**src/rtl/sample_iter_ctrl_if.sv**
```systemverilog
// Bundles the triangle-in / sample-group-out signals of the sample iterator.
// The iterator sits on the slave modport; the feeding stage uses master.
interface sample_iter_ctrl_if #(
    parameter int SIGFIG = 24,
    parameter int VERTS  = 3,
    parameter int AXIS   = 3,
    parameter int COLORS = 3,
    parameter int SAMPS  = 4
);
    logic [VERTS-1:0][AXIS-1:0][SIGFIG-1:0] tri_R13S;
    logic [COLORS-1:0][SIGFIG-1:0]          color_R13U;
    logic [1:0][1:0][SIGFIG-1:0]            box_R13S;
    logic [1:0]                             ss_lg2_R13U;
    logic                                   validTri_R13H;
    logic                                   halt_R13H;
    logic                                   stall_R14H;
    logic [VERTS-1:0][AXIS-1:0][SIGFIG-1:0] tri_R14S;
    logic [COLORS-1:0][SIGFIG-1:0]          color_R14U;
    logic [SAMPS-1:0][1:0][SIGFIG-1:0]      sample_R14S;
    logic [SAMPS-1:0]                       validSamp_R14H;
    logic                                   lastSamp_R14H;

    modport master (
        output tri_R13S, color_R13U, box_R13S, ss_lg2_R13U, validTri_R13H, stall_R14H,
        input  halt_R13H, tri_R14S, color_R14U, sample_R14S, validSamp_R14H, lastSamp_R14H
    );

    modport slave (
        input  tri_R13S, color_R13U, box_R13S, ss_lg2_R13U, validTri_R13H, stall_R14H,
        output halt_R13H, tri_R14S, color_R14U, sample_R14S, validSamp_R14H, lastSamp_R14H
    );
endinterface

```
**src/rtl/sample_iter_ctrl.sv**
```systemverilog
// Walks the sample grid inside a triangle's bounding box, row-major, SAMPS
// horizontally adjacent samples per cycle, with halt/stall flow control.
module sample_iter_ctrl #(
    parameter int SIGFIG = 24,
    parameter int RADIX  = 10,
    parameter int VERTS  = 3,
    parameter int AXIS   = 3,
    parameter int COLORS = 3,
    parameter int SAMPS  = 4
) (
    input  logic              clk,
    input  logic              rst,
    sample_iter_ctrl_if.slave bus
);
    localparam int W        = SIGFIG + 1;
    localparam int LG_SAMPS = (SAMPS > 1) ? $clog2(SAMPS) : 0;

    typedef logic signed [W-1:0] wide_t;
    typedef logic [SIGFIG-1:0]   word_t;
    typedef enum logic {ST_WAIT = 1'b0, ST_TEST = 1'b1} state_t;

    // One extra sign bit keeps every compare/add free of wrap at the range edge.
    function automatic wide_t sext(input word_t v);
        return $signed({v[SIGFIG-1], v});
    endfunction

    function automatic wide_t grp_span(input word_t st);
        return sext(st) <<< LG_SAMPS;
    endfunction

    state_t state_q, state_d;
    word_t  cur_x_q, cur_x_d;
    word_t  cur_y_q, cur_y_d;
    word_t  ll_x_q, ll_x_d;
    word_t  ur_x_q, ur_x_d;
    word_t  ur_y_q, ur_y_d;
    word_t  step_q, step_d;

    logic [VERTS-1:0][AXIS-1:0][SIGFIG-1:0] tri_q, tri_d;
    logic [COLORS-1:0][SIGFIG-1:0]          color_q, color_d;
    logic [SAMPS-1:0][1:0][SIGFIG-1:0]      sample_q, sample_d;
    logic [SAMPS-1:0]                       valid_q, valid_d;
    logic                                   last_q, last_d;

    word_t new_step;
    word_t step_mask;
    word_t snap_x;
    word_t snap_y;
    logic  box_empty;
    logic  halt;
    logic  accept;
    logic  advance;
    logic  row_end;
    wide_t lane_x [SAMPS];

    // Snapping by masking floors toward minus infinity for negative coordinates too.
    always_comb begin
        new_step  = word_t'(1) << (RADIX - int'(bus.ss_lg2_R13U));
        step_mask = ~(new_step - word_t'(1));
        snap_x    = bus.box_R13S[0][0] & step_mask;
        snap_y    = bus.box_R13S[0][1] & step_mask;
        box_empty = (sext(bus.box_R13S[1][0]) < sext(snap_x)) ||
                    (sext(bus.box_R13S[1][1]) < sext(snap_y));
    end

    // Halt drops while the last group is being consumed so the next triangle
    // can be taken on the same edge.
    assign halt    = (state_q == ST_TEST) && !(last_q && !bus.stall_R14H);
    assign accept  = bus.validTri_R13H && !halt;
    assign advance = (state_q == ST_TEST) && !bus.stall_R14H;
    assign row_end = (sext(cur_x_q) + grp_span(step_q)) > sext(ur_x_q);

    // State register, iterator and output registers
    always_ff @(posedge clk or negedge rst) begin
        if (!rst) begin
            state_q  <= ST_WAIT;
            cur_x_q  <= '0;
            cur_y_q  <= '0;
            ll_x_q   <= '0;
            ur_x_q   <= '0;
            ur_y_q   <= '0;
            step_q   <= '0;
            tri_q    <= '0;
            color_q  <= '0;
            sample_q <= '0;
            valid_q  <= '0;
            last_q   <= 1'b0;
        end else begin
            state_q  <= state_d;
            cur_x_q  <= cur_x_d;
            cur_y_q  <= cur_y_d;
            ll_x_q   <= ll_x_d;
            ur_x_q   <= ur_x_d;
            ur_y_q   <= ur_y_d;
            step_q   <= step_d;
            tri_q    <= tri_d;
            color_q  <= color_d;
            sample_q <= sample_d;
            valid_q  <= valid_d;
            last_q   <= last_d;
        end
    end

    // Next-state and iterator advance
    always_comb begin
        state_d = state_q;
        cur_x_d = cur_x_q;
        cur_y_d = cur_y_q;
        ll_x_d  = ll_x_q;
        ur_x_d  = ur_x_q;
        ur_y_d  = ur_y_q;
        step_d  = step_q;
        tri_d   = tri_q;
        color_d = color_q;

        if (advance) begin
            if (last_q) begin
                state_d = ST_WAIT;
            end else if (row_end) begin
                cur_x_d = ll_x_q;
                cur_y_d = cur_y_q + step_q;
            end else begin
                cur_x_d = cur_x_q + word_t'(grp_span(step_q));
            end
        end

        // An accepted triangle overrides the advance of the last group.
        if (accept) begin
            ll_x_d  = snap_x;
            ur_x_d  = bus.box_R13S[1][0];
            ur_y_d  = bus.box_R13S[1][1];
            step_d  = new_step;
            cur_x_d = snap_x;
            cur_y_d = snap_y;
            if (box_empty) begin
                state_d = ST_WAIT;
            end else begin
                state_d = ST_TEST;
                tri_d   = bus.tri_R13S;
                color_d = bus.color_R13U;
            end
        end
    end

    generate
        for (genvar gi = 0; gi < SAMPS; gi++) begin : g_lane
            localparam wide_t LANE_OFS = wide_t'(gi);
            assign lane_x[gi] = sext(cur_x_d) + LANE_OFS * sext(step_d);
        end
    endgenerate

    // Output values for the group that will be displayed after this edge
    always_comb begin
        sample_d = sample_q;
        valid_d  = '0;
        last_d   = 1'b0;
        if (state_d == ST_TEST) begin
            for (int s = 0; s < SAMPS; s++) begin
                sample_d[s][0] = lane_x[s][SIGFIG-1:0];
                sample_d[s][1] = cur_y_d;
                valid_d[s]     = lane_x[s] <= sext(ur_x_d);
            end
            last_d = ((sext(cur_x_d) + grp_span(step_d)) > sext(ur_x_d)) &&
                     ((sext(cur_y_d) + sext(step_d)) > sext(ur_y_d));
        end
    end

    assign bus.halt_R13H      = halt;
    assign bus.tri_R14S       = tri_q;
    assign bus.color_R14U     = color_q;
    assign bus.sample_R14S    = sample_q;
    assign bus.validSamp_R14H = valid_q;
    assign bus.lastSamp_R14H  = last_q;
endmodule

```
**src/flat_wrapper.sv**
```systemverilog
// flat-port wrapper written by rule: the top's interface ports become plain ports
module sample_iter_ctrl_flat 
#(
    parameter int SIGFIG = 24,
    parameter int RADIX  = 10,
    parameter int VERTS  = 3,
    parameter int AXIS   = 3,
    parameter int COLORS = 3,
    parameter int SAMPS  = 4
)
  (clk, rst, bus_tri_R13S, bus_color_R13U, bus_box_R13S, bus_ss_lg2_R13U, bus_validTri_R13H, bus_stall_R14H, bus_halt_R13H, bus_tri_R14S, bus_color_R14U, bus_sample_R14S, bus_validSamp_R14H, bus_lastSamp_R14H);
  sample_iter_ctrl_if #(.SIGFIG(SIGFIG), .VERTS(VERTS), .AXIS(AXIS), .COLORS(COLORS), .SAMPS(SAMPS)) bus_i ();
  input  logic clk;
  input  logic rst;
  input wire logic [$bits(bus_i.tri_R13S)-1:0] bus_tri_R13S;
  input wire logic [$bits(bus_i.color_R13U)-1:0] bus_color_R13U;
  input wire logic [$bits(bus_i.box_R13S)-1:0] bus_box_R13S;
  input wire logic [$bits(bus_i.ss_lg2_R13U)-1:0] bus_ss_lg2_R13U;
  input wire logic [$bits(bus_i.validTri_R13H)-1:0] bus_validTri_R13H;
  input wire logic [$bits(bus_i.stall_R14H)-1:0] bus_stall_R14H;
  output wire logic [$bits(bus_i.halt_R13H)-1:0] bus_halt_R13H;
  output wire logic [$bits(bus_i.tri_R14S)-1:0] bus_tri_R14S;
  output wire logic [$bits(bus_i.color_R14U)-1:0] bus_color_R14U;
  output wire logic [$bits(bus_i.sample_R14S)-1:0] bus_sample_R14S;
  output wire logic [$bits(bus_i.validSamp_R14H)-1:0] bus_validSamp_R14H;
  output wire logic [$bits(bus_i.lastSamp_R14H)-1:0] bus_lastSamp_R14H;
  assign bus_i.tri_R13S = bus_tri_R13S;
  assign bus_i.color_R13U = bus_color_R13U;
  assign bus_i.box_R13S = bus_box_R13S;
  assign bus_i.ss_lg2_R13U = bus_ss_lg2_R13U;
  assign bus_i.validTri_R13H = bus_validTri_R13H;
  assign bus_i.stall_R14H = bus_stall_R14H;
  assign bus_halt_R13H = bus_i.halt_R13H;
  assign bus_tri_R14S = bus_i.tri_R14S;
  assign bus_color_R14U = bus_i.color_R14U;
  assign bus_sample_R14S = bus_i.sample_R14S;
  assign bus_validSamp_R14H = bus_i.validSamp_R14H;
  assign bus_lastSamp_R14H = bus_i.lastSamp_R14H;
  sample_iter_ctrl #(.SIGFIG(SIGFIG), .RADIX(RADIX), .VERTS(VERTS), .AXIS(AXIS), .COLORS(COLORS), .SAMPS(SAMPS)) u_core (.clk(clk), .rst(rst), .bus(bus_i));
endmodule
```
**config.mk**
```make
export PLATFORM = sky130hd
export DESIGN_NAME = sample_iter_ctrl_flat
export DESIGN_NICKNAME = d
export VERILOG_FILES = /design/src/rtl/sample_iter_ctrl_if.sv /design/src/rtl/sample_iter_ctrl.sv /design/src/flat_wrapper.sv
export SDC_FILE = /design/constraint.sdc
export NUM_CORES = 2
export LEC_CHECK = 0
export CORE_MARGIN = 2
export CORE_UTILIZATION = 25
export DETAILED_ROUTE_END_ITERATION = 8
export DONT_BUFFER_PORTS = 1
export GPL_ROUTABILITY_DRIVEN = 0
export HOLD_SLACK_MARGIN = 0.12
export PLACE_DENSITY_LB_ADDON = 0.25
export SYNTH_ARGS = -nofsm -noshare
export SYNTH_HDL_FRONTEND = slang
export SYNTH_SLANG_ARGS = --single-unit
```
**constraint.sdc**
```tcl
create_clock -name clk -period 11.2 [get_ports clk]
set_clock_uncertainty 0.15 [all_clocks]
set_input_delay 1.12 -clock clk [delete_from_list [all_inputs] [get_ports clk]]
set_output_delay 1.12 -clock clk [all_outputs]
set_load 0.005 [all_outputs]
```
## After elaboration in Yosys (flattened, before gate mapping)

Cells that the tools add are included.

| storage, ports and cells | value |
|---|---|
| memories | 0 |
| word-level logic and storage cells | 78 |
| input bits | 390 |
| bits in read-only memories | 0 |
| memory bits (writable) | 0 |
| bits in latches | 0 |
| output and inout bits | 486 |
| flip-flop bits (word level) | 558 |

| operators by class | value |
|---|---|
| add/sub/neg operators | 10 |
| equal/unequal tests | 0 |
| shifts and indexed selects | 1 |
| div/mod/pow operators | 0 |
| bitwise gates (word level) | 4 |
| order comparisons | 9 |
| muxes and demuxes | 17 |
| multipliers | 1 |
| reduce and logical (&&, ||, !) cells | 10 |

Operators by type and width:

| kind | count |
|---|---|
| 2-to-1 mux 24 bit | 11 |
| adder 24 x 25 -> 25 bit | 4 |
| greater-than comparator 25 x 24 -> 1 bit | 3 |
| <= comparator 25 x 24 -> 1 bit | 3 |
| adder 24 x 24 -> 25 bit | 2 |
| adder 24 bit | 2 |
| bitwise AND 24 bit | 2 |
| < comparator 24 bit | 2 |
| left shift 1 x 32 -> 24 bit (first input constant) | 1 |
| multiplier 3 x 24 -> 25 bit (first input constant) | 1 |
| <= comparator 24 bit | 1 |
| NOT 24 bit | 1 |
| subtractor 24 x 1 -> 24 bit (second input constant) | 1 |
| logical AND 1 bit | 5 |
| 2-to-1 mux 1 bit | 5 |
| subtractor 4 x 2 -> 5 bit (first input constant) | 1 |
| 2-to-1 mux 4 bit | 1 |
| zero test 1 bit | 3 |
| AND reduction 2 bit | 1 |
| logical OR 1 bit | 1 |
| NOT 1 bit | 1 |

## Depth between registers and ports, before layout

| depth | value |
|---|---|
| word-level depth | 11 |
| gate-level depth with buffers | 58 |
| mapped depth without buffers | 57 |

## Worst setup path after synthesis

No wires, ideal clock.

| timing | value |
|---|---|
| path type | register to register |
| start point | register u_core.step_q[0] |
| end point | register u_core.valid_q[3], in the netlist u_core.bus.validSamp_R14H[3] |
| stages on the path, launching flop included | 58 |
| buffers on the path | 1 |
| data required time | 10.968 ns |
| path slack | 0.561 ns |
| clock period less this slack | 10.639 ns |
| arrival | 10.407 ns |
| setup time | 0.082 ns |
| cells stage by stage | dfrtp_1 > ha_1 > fa_1 > a21o_1 > a21oi_1 > o21bai_1 > a21oi_1 > o21bai_1 > a21oi_1 > o21bai_1 > a21oi_1 > o21bai_1 > a21oi_1 > o21ai_0 > o311a_1 > o2111a_1 > or3_1 > xnor2_1 > [22 not listed] > a21boi_0 > o21ai_0 > a21boi_0 > o21ai_0 > a21boi_0 > o31a_1 > o21ai_0 > o21ai_0 > xor2_1 > ha_1 > nor2b_1 > o21ai_0 > nand2b_1 > a21oi_1 > o21ai_0 > a21o_1 > a211o_1 > a31oi_1 |

RTL lines:

| element | line | text |
|---|---|---|
| from (decl) | sample_iter_ctrl.sv:37 | `word_t step_q, step_d;` |
| from (signal assigned) | sample_iter_ctrl.sv:95 | `step_q <= step_d;` |
| to (signal assigned) | sample_iter_ctrl.sv:99 | `valid_q <= valid_d;` |
| to (decl) | sample_iter_ctrl.sv:42 | `logic [SAMPS-1:0] valid_q, valid_d;` |

==> run summary <==
The overall via count from detail_route is 25705. Static timing analysis puts the maximum clock frequency at 0.0954 GHz. In the routed design, unresolved DRC markers number 0. The arrival time at the worst endpoint is 10.93 ns.

For the pin with the worst max-slew slack, the measured transition is 1.08 ns. The number of max-slew violations in the final report came out at 0. The final setup violation count came out at 0.

For this configuration, the core starts out at a cell density of 0.253. The via count of the first global-routing pass came to 25431. The normalized max-slew margin is 0.275. The number of library cell types mapped by synthesis is 79. The flip-flop and latch count after synthesis is 556. For this run, the detailed router's first-pass iteration total came to 6. The peak supply drop is 0.145 mV.

The number of nets with antenna violations after routing came out at 0. Among all stages on the critical path, the largest delay is contributed by or4_1. In this run the clock root is driven by a clkbuf_16. In the layout the commonest cells are dfrtp_1 (556), ha_1 (402), nand2_1 (343).

The count of synthesis-stage warnings from yosys is 0. The leakage power summed over all cells came out at 19.0 nW. Across the run, the number of max-cap violations was 0.

The insertion delay of the later-clocked pin in the worst-skew pair is 0.70 ns. The number of port buffers is 0. The first global-routing pass estimated 196 mm of wire. The floorplan die area came out at 140000 sq um. The number of rows in the core area is 135. The number of cells on the worst reg-to-reg path is 49. The die boundary height is 374 um.

The initial antenna violation count came to 54. Counting I/O delays and the setup requirement, the final critical path takes 10.49 ns. The instance count of the mapped netlist came out at 3343. The layout overhead on the synthesized area is 15.5%. In this run, CTS created clock tree buffers numbering 73. For this run, the register share of the synthesized area comes to 0.405. The total area of sequential cells is 13900 sq um. After the last flow step, the layout net total stands at 4237. The CTS tree is built.

The detailed-route wire length is 141 mm. By instance count, the cell type seen most on the critical path is a21oi_2. The tightest min-delay check is of the input pin to asynchronous set/reset pin type. The detailed placement HPWL is 114 mm. The routed wire length per instance came out at 26.8 um. The peak fanout along the critical path came out at 4. The share of the cycle needed by the critical path after routing came out at 0.936. The worst path meets setup with 0.714 ns of slack.

The library cell used most frequently in the layout, excluding fill and tap cells, is dfrtp_1. In this run the power density over the cells is 340 nW/um^2. The remaining global-route overflow is 0. The I/O pin total is 876. In the synthesized netlist the async set-or-reset flop fraction comes to 1.00. The worst slack after detailed placement came out at -0.109 ns.

The number of enable-type register cells in the synthesized netlist is 0. The footprint of the multi-input gates came out at 18800 sq um. After synthesis, the mean cell area works out to 10.3 sq um. The clock sink total came out at 556. The layout has 14258 filler cells. The detail-routed via count per cell is 4.88. The endpoint identified for the worst register-to-register timing path is u_core.bus.validSamp_R14H[3]. The clock slew at the register clock pins of the worst setup and hold paths is 0.06 ns. The starting DRC count in detailed routing came out at 1518. The worst setup slack for register-to-register paths came out at 0.71 ns. The chip width came out at 374 um. STA classifies the critical path endpoint as a flip-flop. The run finished with clean final reports. In this run the critical register-to-register path is launched from u_core.step_q[0].

The total global-route track usage is 0.195. The most used flip-flop cell after synthesis is dfrtp_1. The number of buffers on the longest clock path is 3.

The category of the worst setup path launch point is a flip-flop. The biggest cell delay along the critical path came out at 0.58 ns. The cell area after technology mapping is 34300 sq um. The level count of the clock H-tree came out at 3.

Entering global routing, the biggest net connects 557 pins. The setup path with the least slack is of type flip-flop to flip-flop. The hold violation total from the final report is 0. The floorplan core area is 136000 sq um.

The critical path required time came out at 11.64 ns. The share of post-route cells with drive strength above 1 is 0.189. The final hold slack is 0.158 ns.
[critical path: cells and delay by family (launching register included)]
| kind | cells | cell delay [ns] |
|---|---|---|
| AO/OA/AOI/OAI | 29 | 5.00 |
| XOR/XNOR | 2 | 0.56 |
| adder cells (fa/ha/maj) | 6 | 1.76 |
| buffers and inverters | 4 | 0.55 |
| flip-flops | 1 | 0.38 |
| AND/OR/NAND/NOR | 8 | 1.97 |
[worst max path at each step]
| stage | start | to | slack, ns | cells after the start |
|---|---|---|---|---|
| 4_1_cts | u_core.step_q[0] | u_core.bus.validSamp_R14H[3] | 0.02 | 55 |
| 3_5_place_dp | u_core.step_q[0] | u_core.bus.validSamp_R14H[3] | -0.11 | 55 |
| 6_report | u_core.step_q[0] | u_core.bus.validSamp_R14H[3] | 0.71 | 49 |
| 2_1_floorplan | u_core.step_q[0] | u_core.bus.validSamp_R14H[3] | 0.56 | 57 |
| 3_3_place_gp | u_core.step_q[0] | u_core.bus.validSamp_R14H[3] | -0.08 | 55 |
| 5_1_grt | u_core.step_q[0] | u_core.bus.validSamp_R14H[1] | -0.006 | 55 |
[routing by layer]
metal | up-vias | global-route usage | share of wire
li1 | 11877 | - | -
met1 | 12723 | 0.265 | 0.45
met2 | 872 | 0.270 | 0.40
met3 | 209 | 0.0987 | 0.12
met4 | 24 | 0.0524 | 0.024
met5 | - | 0 | 0.0011
[logic make-up after synthesis]
group,synth area share
buffers and inverters,0.0513
multiplexers,0.115
flip-flops,0.405
adder cells (fa/ha/maj),0.162
AO/OA/AOI/OAI,0.127
XOR/XNOR,0.0339
other,0.000109
AND/OR/NAND/NOR,0.106
[Yosys cell counts (7+ instances only)]
master / n / share of area
nand2_1: 344 / 0.038
mux2i_1: 31 / 0.0090
a211oi_1: 28 / 0.0061
nand2b_1: 33 / 0.0060
o21bai_1: 37 / 0.0081
o31ai_1: 8 / 0.0018
mux2_2: 321 / 0.11
a21oi_1: 221 / 0.032
xor2_1: 26 / 0.0066
dfrtp_1: 556 / 0.41
buf_4: 74 / 0.016
and3_1: 19 / 0.0035
inv_1: 227 / 0.025
nand4_1: 39 / 0.0071
a31oi_1: 28 / 0.0051
o211ai_1: 7 / 0.0015
o21a_1: 44 / 0.0096
nor3_1: 33 / 0.0048
or2_2: 7 / 0.0013
a21o_1: 89 / 0.019
nor2_1: 176 / 0.019
and2_1: 26 / 0.0047
clkbuf_1: 81 / 0.0089
nand3_1: 52 / 0.0076
a21boi_0: 11 / 0.0024
buf_1: 12 / 0.0013
nor2b_1: 33 / 0.0060
o21ai_0: 131 / 0.019
ha_1: 402 / 0.15
fa_1: 25 / 0.015
xnor2_1: 107 / 0.027
and4_1: 7 / 0.0018
a311oi_1: 7 / 0.0018
or3_1: 11 / 0.0020
[final cells by class]
class | count | share of cell area
multi-input combinational | 2399 | 0.475
sequential | 556 | 0.351
tap | 1781 | 0.0562
clock buffer | 108 | 0.0547
timing repair buffer | 162 | 0.0332
inverter | 228 | 0.0216
clock inverter | 22 | 0.00792
antenna | 9 | 0.000568
[where the power goes]
| group | switching, mW | internal [mW] | leakage, nW |
|---|---|---|---|
| clock | 1.03 | 1.40 | 1.21 |
| combinational | 4.02 | 2.93 | 11.1 |
| sequential | 1.15 | 2.97 | 6.73 |
[through the flow]
step	setup TNS, ns	area (sq um)	total power [mW]	std cells	util
after floorplan	0	34300	8.35	3350	-
after global placement	-0.0800	36900	10.9	5120	0.272
after detailed placement	-0.136	36900	10.9	5120	0.272
after CTS	0	39400	13.5	5250	0.290
after global routing	-0.00564	39600	14.6	5259	0.292
final	0	39700	13.5	5265	0.292
[what timing repair did]
| item | 4_1_cts | 5_1_grt |
|---|---|---|
| cloned | 0 | 0 |
| buffers inserted | 0 | 2 |
| endpoints found under the setup margin | 2 | 3 |
| endpoints found under the hold margin | 556 | 52 |
| resized for setup | 5 | 43 |
| pin swaps | 0 | 11 |
[flip-flops by register name, summed over array words and instances (netlist names)]
| signal | cells |
|---|---|
| u_core.bus.lastSamp_R14H | 1 |
| u_core.cur_y_q | 24 |
| u_core.ur_y_q | 24 |
| u_core.bus.sample_R14S | 118 |
| u_core.state_q | 1 |
| u_core.bus.tri_R14S | 216 |
| u_core.cur_x_q | 24 |
| u_core.ll_x_q | 24 |
| u_core.bus.validSamp_R14H | 4 |
| u_core.step_q | 24 |
| u_core.bus.color_R14U | 72 |
| u_core.ur_x_q | 24 |
Note: power is estimated with default switching activity, not from simulation.
